**src/rtl/posit_defines_es3.sv**
```systemverilog
// posit_defines_es3: shared posit<32,3> constants and dot-product scheduler types
package posit_defines_es3;
   localparam int NBITS   = 32;
   localparam int MAC_LAT = 6;
   localparam int MAX_LEN = 4096;
   function automatic int len_w(input int max_len);
      return $clog2(max_len + 1);
   endfunction
   localparam int LEN_W = len_w(MAX_LEN);
   typedef enum logic [2:0] {
      S_IDLE, S_CLEAR, S_STREAM, S_DRAIN, S_READ, S_WAIT_RD, S_RESULT
   } sched_state_t;
endpackage

```
**src/rtl/posit_dot_sched_es3.sv**
```systemverilog
// posit_dot_sched_es3: sequences one posit<32,3> dot-product job through the MAC and rounding units
//   clk_i, reset_n_i          clock, async active-low reset
//   job_valid_i/job_ready_o   job request handshake, job_len_i = pair count (0 legal)
//   op_valid_i/op_ready_o     operand pair stream, op_a_i/op_b_i
//   mac_clear_o, mac_issue_o  accumulator clear pulse, registered issue with mac_a_o/mac_b_o
//   mac_retire_i              one pulse per completed accumulate
//   rd_start_o, rd_done_i     rounding request pulse, completion with rd_result_i
//   res_valid_o/res_ready_i   result handshake, res_data_o/res_count_o
//   busy_o, err_o             not idle, sticky retire-with-nothing-outstanding
module posit_dot_sched_es3
   import posit_defines_es3::*;
(
   input  logic             clk_i,
   input  logic             reset_n_i,
   input  logic             job_valid_i,
   output logic             job_ready_o,
   input  logic [LEN_W-1:0] job_len_i,
   input  logic             op_valid_i,
   output logic             op_ready_o,
   input  logic [NBITS-1:0] op_a_i,
   input  logic [NBITS-1:0] op_b_i,
   output logic             mac_clear_o,
   output logic             mac_issue_o,
   output logic [NBITS-1:0] mac_a_o,
   output logic [NBITS-1:0] mac_b_o,
   input  logic             mac_retire_i,
   output logic             rd_start_o,
   input  logic             rd_done_i,
   input  logic [NBITS-1:0] rd_result_i,
   output logic             res_valid_o,
   input  logic             res_ready_i,
   output logic [NBITS-1:0] res_data_o,
   output logic [LEN_W-1:0] res_count_o,
   output logic             busy_o,
   output logic             err_o
);
   sched_state_t     state_q;
   logic [LEN_W-1:0] len_q, issued_q, retired_q, issued_d, retired_d, outstanding, res_count_q;
   logic [NBITS-1:0] mac_a_q, mac_b_q, res_data_q;
   logic             mac_clear_q, mac_issue_q, rd_start_q, res_valid_q, err_q;
   logic             op_hs, ret_ok, ret_bad;

   assign op_ready_o  = state_q == S_STREAM && issued_q < len_q;
   assign op_hs       = op_valid_i && op_ready_o;
   assign outstanding = issued_q - retired_q;
   // a retire with nothing in flight is flagged and never counted
   assign ret_ok      = mac_retire_i && outstanding != '0;
   assign ret_bad     = mac_retire_i && outstanding == '0;
   assign issued_d    = issued_q + LEN_W'(op_hs);
   assign retired_d   = retired_q + LEN_W'(ret_ok);

   assign job_ready_o = reset_n_i && state_q == S_IDLE;
   assign busy_o      = state_q != S_IDLE;
   assign mac_clear_o = mac_clear_q;
   assign mac_issue_o = mac_issue_q;
   assign mac_a_o     = mac_a_q;
   assign mac_b_o     = mac_b_q;
   assign rd_start_o  = rd_start_q;
   assign res_valid_o = res_valid_q;
   assign res_data_o  = res_data_q;
   assign res_count_o = res_count_q;
   assign err_o       = err_q;

   always_ff @(posedge clk_i or negedge reset_n_i) begin
      if (!reset_n_i) begin
         state_q     <= S_IDLE;
         len_q       <= '0;
         issued_q    <= '0;
         retired_q   <= '0;
         mac_clear_q <= 1'b0;
         mac_issue_q <= 1'b0;
         mac_a_q     <= '0;
         mac_b_q     <= '0;
         rd_start_q  <= 1'b0;
         res_valid_q <= 1'b0;
         res_data_q  <= '0;
         res_count_q <= '0;
         err_q       <= 1'b0;
      end else begin
         issued_q    <= issued_d;
         retired_q   <= retired_d;
         err_q       <= err_q | ret_bad;
         mac_issue_q <= op_hs;
         mac_clear_q <= 1'b0;
         rd_start_q  <= 1'b0;
         if (op_hs) begin
            mac_a_q <= op_a_i;
            mac_b_q <= op_b_i;
         end
         case (state_q)
            S_IDLE: if (job_valid_i) begin
               len_q       <= job_len_i;
               issued_q    <= '0;
               retired_q   <= '0;
               err_q       <= 1'b0;
               mac_clear_q <= 1'b1;
               state_q     <= S_CLEAR;
            end
            S_CLEAR: begin
               // an empty job goes straight to reading the freshly cleared accumulator
               state_q    <= len_q != '0 ? S_STREAM : S_READ;
               rd_start_q <= len_q == '0;
            end
            S_STREAM: if (op_hs && issued_d == len_q) state_q <= S_DRAIN;
            // looking at the next retire count lets rd_start follow the last retire by one cycle
            S_DRAIN: if (retired_d == len_q) begin
               state_q    <= S_READ;
               rd_start_q <= 1'b1;
            end
            S_READ: state_q <= S_WAIT_RD;
            S_WAIT_RD: if (rd_done_i) begin
               res_data_q  <= rd_result_i;
               res_count_q <= len_q;
               res_valid_q <= 1'b1;
               state_q     <= S_RESULT;
            end
            S_RESULT: if (res_ready_i) begin
               res_valid_q <= 1'b0;
               state_q     <= S_IDLE;
            end
            default: state_q <= S_IDLE;
         endcase
      end
   end
endmodule

```
**config.mk**
```make
export PLATFORM = sky130hd
export DESIGN_NAME = posit_dot_sched_es3
export DESIGN_NICKNAME = d
export VERILOG_FILES = /design/src/rtl/posit_defines_es3.sv /design/src/rtl/posit_dot_sched_es3.sv
export SDC_FILE = /design/constraint.sdc
export NUM_CORES = 1
export LEC_CHECK = 0
export CAP_MARGIN = 15
export CORE_UTILIZATION = 39
export CTS_BUF_LIST = sky130_fd_sc_hd__clkbuf_2
export DETAILED_ROUTE_END_ITERATION = 10
export PLACE_DENSITY = 0.68
export SYNTH_ARGS = -nofsm -noshare
export SYNTH_HDL_FRONTEND = slang
export SYNTH_SLANG_ARGS = --single-unit
```
**constraint.sdc**
```tcl
create_clock -name clk_i -period 6.5 [get_ports clk_i]
set_clock_uncertainty 0.1 [all_clocks]
set_input_delay 1.95 -clock clk_i [delete_from_list [all_inputs] [get_ports clk_i]]
set_output_delay 1.95 -clock clk_i [all_outputs]
set_load 0.02 [all_outputs]
```
==> impl_metrics.py <==
metrics = {
    "setup_path": {
        "r2r_slack_ns": 1.28,
        "reg2reg_depth": 17,
        "reg2reg_from": "retired_q[3]",
        "critPathCaptureType": "primary output",
        "crit_path_start_kind": "flip-flop",
        "rr_endpoint": "state_q[0]",
        "worstPathArrival_ns": 3.65,
        "crit_fanout": 4,
        "crit_type": "flip-flop to primary output",
        "required_ns": 4.45,
    },
    "pwr": {
        "worst_ir_drop_vdd_mv": 0.289,
        "powerDensity_nw_per_um2": 425,
        "leakage_nw": 4.50,
        "power.total_w": 0.00445,
    },
    "global_route": {
        "track_usage_pct": 20.8,
        "grt-ovfl-total": 0,
        "grt_pass1_vias": 5535,
        "antenna_found_initial": 1,
        "grt_max_degree": 69,
        "grt_pass1_wl_um": 31700,
    },
    "cts": {
        "hold_buffers": 0,
        "cts_tree": "built",
        "cts.repair.resized": 0,
        "cts_buffers": 17,
        "htreeDepth": 4,
        "clock_sinks": 156,
        "worstSkewPairLatency_ns": 0.72,
        "clockBufferDepth": 2,
        "postCtsSetupRepairBufs": 0,
        "clockRootBuffer": "clkbuf_2",
        "path_clk_slew_ns": 0.23,
    },
    "floorplanning": {
        "floorplan.initialDensity_pct": 40.4,
        "ioPinCount": 233,
        "dieArea_um2": 20200,
        "rows": 50,
        "core_um2": 19000,
        "die_h_um": 142,
        "die-width_um": 142,
    },
    "synthesis": {
        "syn-instance-count": 648,
        "yosysSeqAreaShare_pct": 51.0,
        "yosysMostFrequentCell": "dfrtp_1",
        "syn_nets": 792,
        "async_reset_ff_share_pct": 100,
        "synth_top_area_share_pct": 51.0,
        "synth_top_cells_by_count": "156 x dfrtp_1, 58 x mux2_2, 49 x nand2_1, 39 x mux2_4",
        "ys.flop_type": "dfrtp_1",
        "synth.avg_cell_area_um2": 11.8,
        "synthesis.area_um2": 7650,
        "yosys-top-cells-area": "dfrtp_1 51%, mux2_2 8.5%, mux2_4 7.7%, ha_1 4.6%, xnor2_1 4.3%",
        "yosys_warnings": 0,
        "ys_seq_elements": 156,
        "synth_top_area_cell": "dfrtp_1",
        "synth_edf_count": 0,
        "ys_types": 59,
    },
    "route": {
        "via_count": 5780,
        "post_drt_via_cell_ratio": 5.01,
        "drt_pass1_iterations": 5,
        "ant_nets": 0,
        "drt_iter0_drc": 304,
        "wl_per_cell_um": 18.2,
        "wirelength_um": 20900,
        "drc": 0,
    },
    "placement": {
        "dp_hpwl_um": 15500,
        "port_buffers": 232,
        "gp_congestion": 0.874,
        "place_ws_ns": 1.33,
    },
    "final_layout": {
        "drive_above_1_share_pct": 15.9,
        "layout.nets": 1024,
        "fillers": 1674,
        "area_growth_syn_to_layout_pct": 36.7,
    },
    "sta": {
        "tightest_slew_ns": 1.11,
        "fin_tns_setup_ns": 0,
        "setup_viol": 0,
        "grt_setup_unrepaired": "no",
        "final_max_slew_viol_count": 0,
        "period_share_pct": 87.6,
        "max_freq_mhz": 176,
        "period_minus_slack_ns": 5.70,
        "setup_ws_ns": 0.804,
        "finalHoldViolCount": 0,
        "slew_headroom_pct": 25.8,
    },
    "worst_hold_path": {
        "min_to": "res_count_o[8]",
        "hold_path_depth": 2,
        "min_path_type": "flip-flop to flip-flop",
        "min_from": "res_count_o[8]",
    },
    "status": {
        "status": "complete, no violations",
    },
    "job": {
        "maxCapViolCount": 0,
    },
}
routing by layer:
metal  GRT usage (%)  part of all wire, %
met5               0                    0
met4            5.55                 0.97
met3            4.81                  7.4
met2            33.8                   48
met1            27.9                   44
layout by cell type (no fill, tap or decap), drive strengths merged, types with 7 or more instances in the layout:
master and instances:
nor3 11, nor4 11, nor2 36, mux2 97, nand2 49, o21ai 39, dfrtp 156, nand3 18
buf 7, xnor2 38, clkbuf 18, ha 28, and2 7, a21oi 14, xor2 9, inv 43
clkdlybuf4s50 231
final cells by class:
type	instances	area [µm²]	share of cell area, %
Antenna cell	1	2.50	0.0239
Clock buffer	18	90.1	0.861
Clock inverter	14	135	1.29
Inverter	35	131	1.26
Multi-Input combinational cell	432	3480	33.3
Sequential cell	156	3900	37.3
Tap cell	260	325	3.11
Timing Repair Buffer	238	2390	22.8
kinds of logic (layout without fill, tap and decap cells):
logic type / count (synthesis) / in the layout / synth area share (%)
simple gates: 163 / 163 / 10.6
flops: 156 / 156 / 51.0
mux: 97 / 97 / 16.2
compound gates: 95 / 95 / 8.04
buf+inv: 60 / 305 / 3.60
xor+xnor: 49 / 49 / 5.97
fa+ha+maj: 28 / 28 / 4.58
other cells: 0 / 1 / 0
stage by stage:
step / hold WS (ns) / cell area, µm² / utilization, % / instances
floorplan: 0.449 / 7650 / - / 648
global placement: 0.362 / 10200 / 53.8 / 1120
detailed placement: 0.370 / 10200 / 53.8 / 1120
CTS: 0.416 / 10400 / 55.0 / 1152
global route: 0.448 / 10500 / 55.2 / 1154
finish: 0.409 / 10500 / 55.2 / 1154
power by group:
| part | switching [W] | internal (W) | total [W] |
|---|---|---|---|
| sequential | 0.000299 | 0.00132 | 0.00162 |
| combinational | 0.00113 | 0.00116 | 0.00229 |
| clock | 0.000386 | 0.000151 | 0.000536 |
| total | 0.00181 | 0.00264 | 0.00445 |
worst max path at each step:
| stage | start | endpoint | slack (ns) | depth (start not counted) |
|---|---|---|---|---|
| 6_report | len_q[1] | op_ready_o | 0.80 | 7 |
| 2_1_floorplan | retired_q[3] | state_q[0] | 1.84 | 18 |
| 3_3_place_gp | reset_n_i | job_ready_o | 1.32 | 3 |
| 5_1_grt | len_q[1] | op_ready_o | 0.66 | 7 |
| 3_5_place_dp | reset_n_i | job_ready_o | 1.33 | 3 |
| 4_1_cts | len_q[1] | op_ready_o | 0.77 | 7 |
worst max-delay path, stage by stage (launching register included):
cell and delay (ns):
dfrtp_1 0.52, inv_1 0.14, ha_1 0.31, a2111o_1 0.37, a311o_1 0.32, a31oi_1 0.48
nand2b_1 0.18, clkdlybuf4s50_1 0.61
state kept, by name, summed over array words and instances (netlist names):
name	count
mac_a_o	32
mac_b_o	32
res_data_o	32
issued_q	13
len_q	13
res_count_o	13
retired_q	13
state_q	3
err_o	1
mac_clear_o	1
mac_issue_o	1
rd_start_o	1
res_valid_o	1
Note: power is estimated with default switching activity, not from simulation.
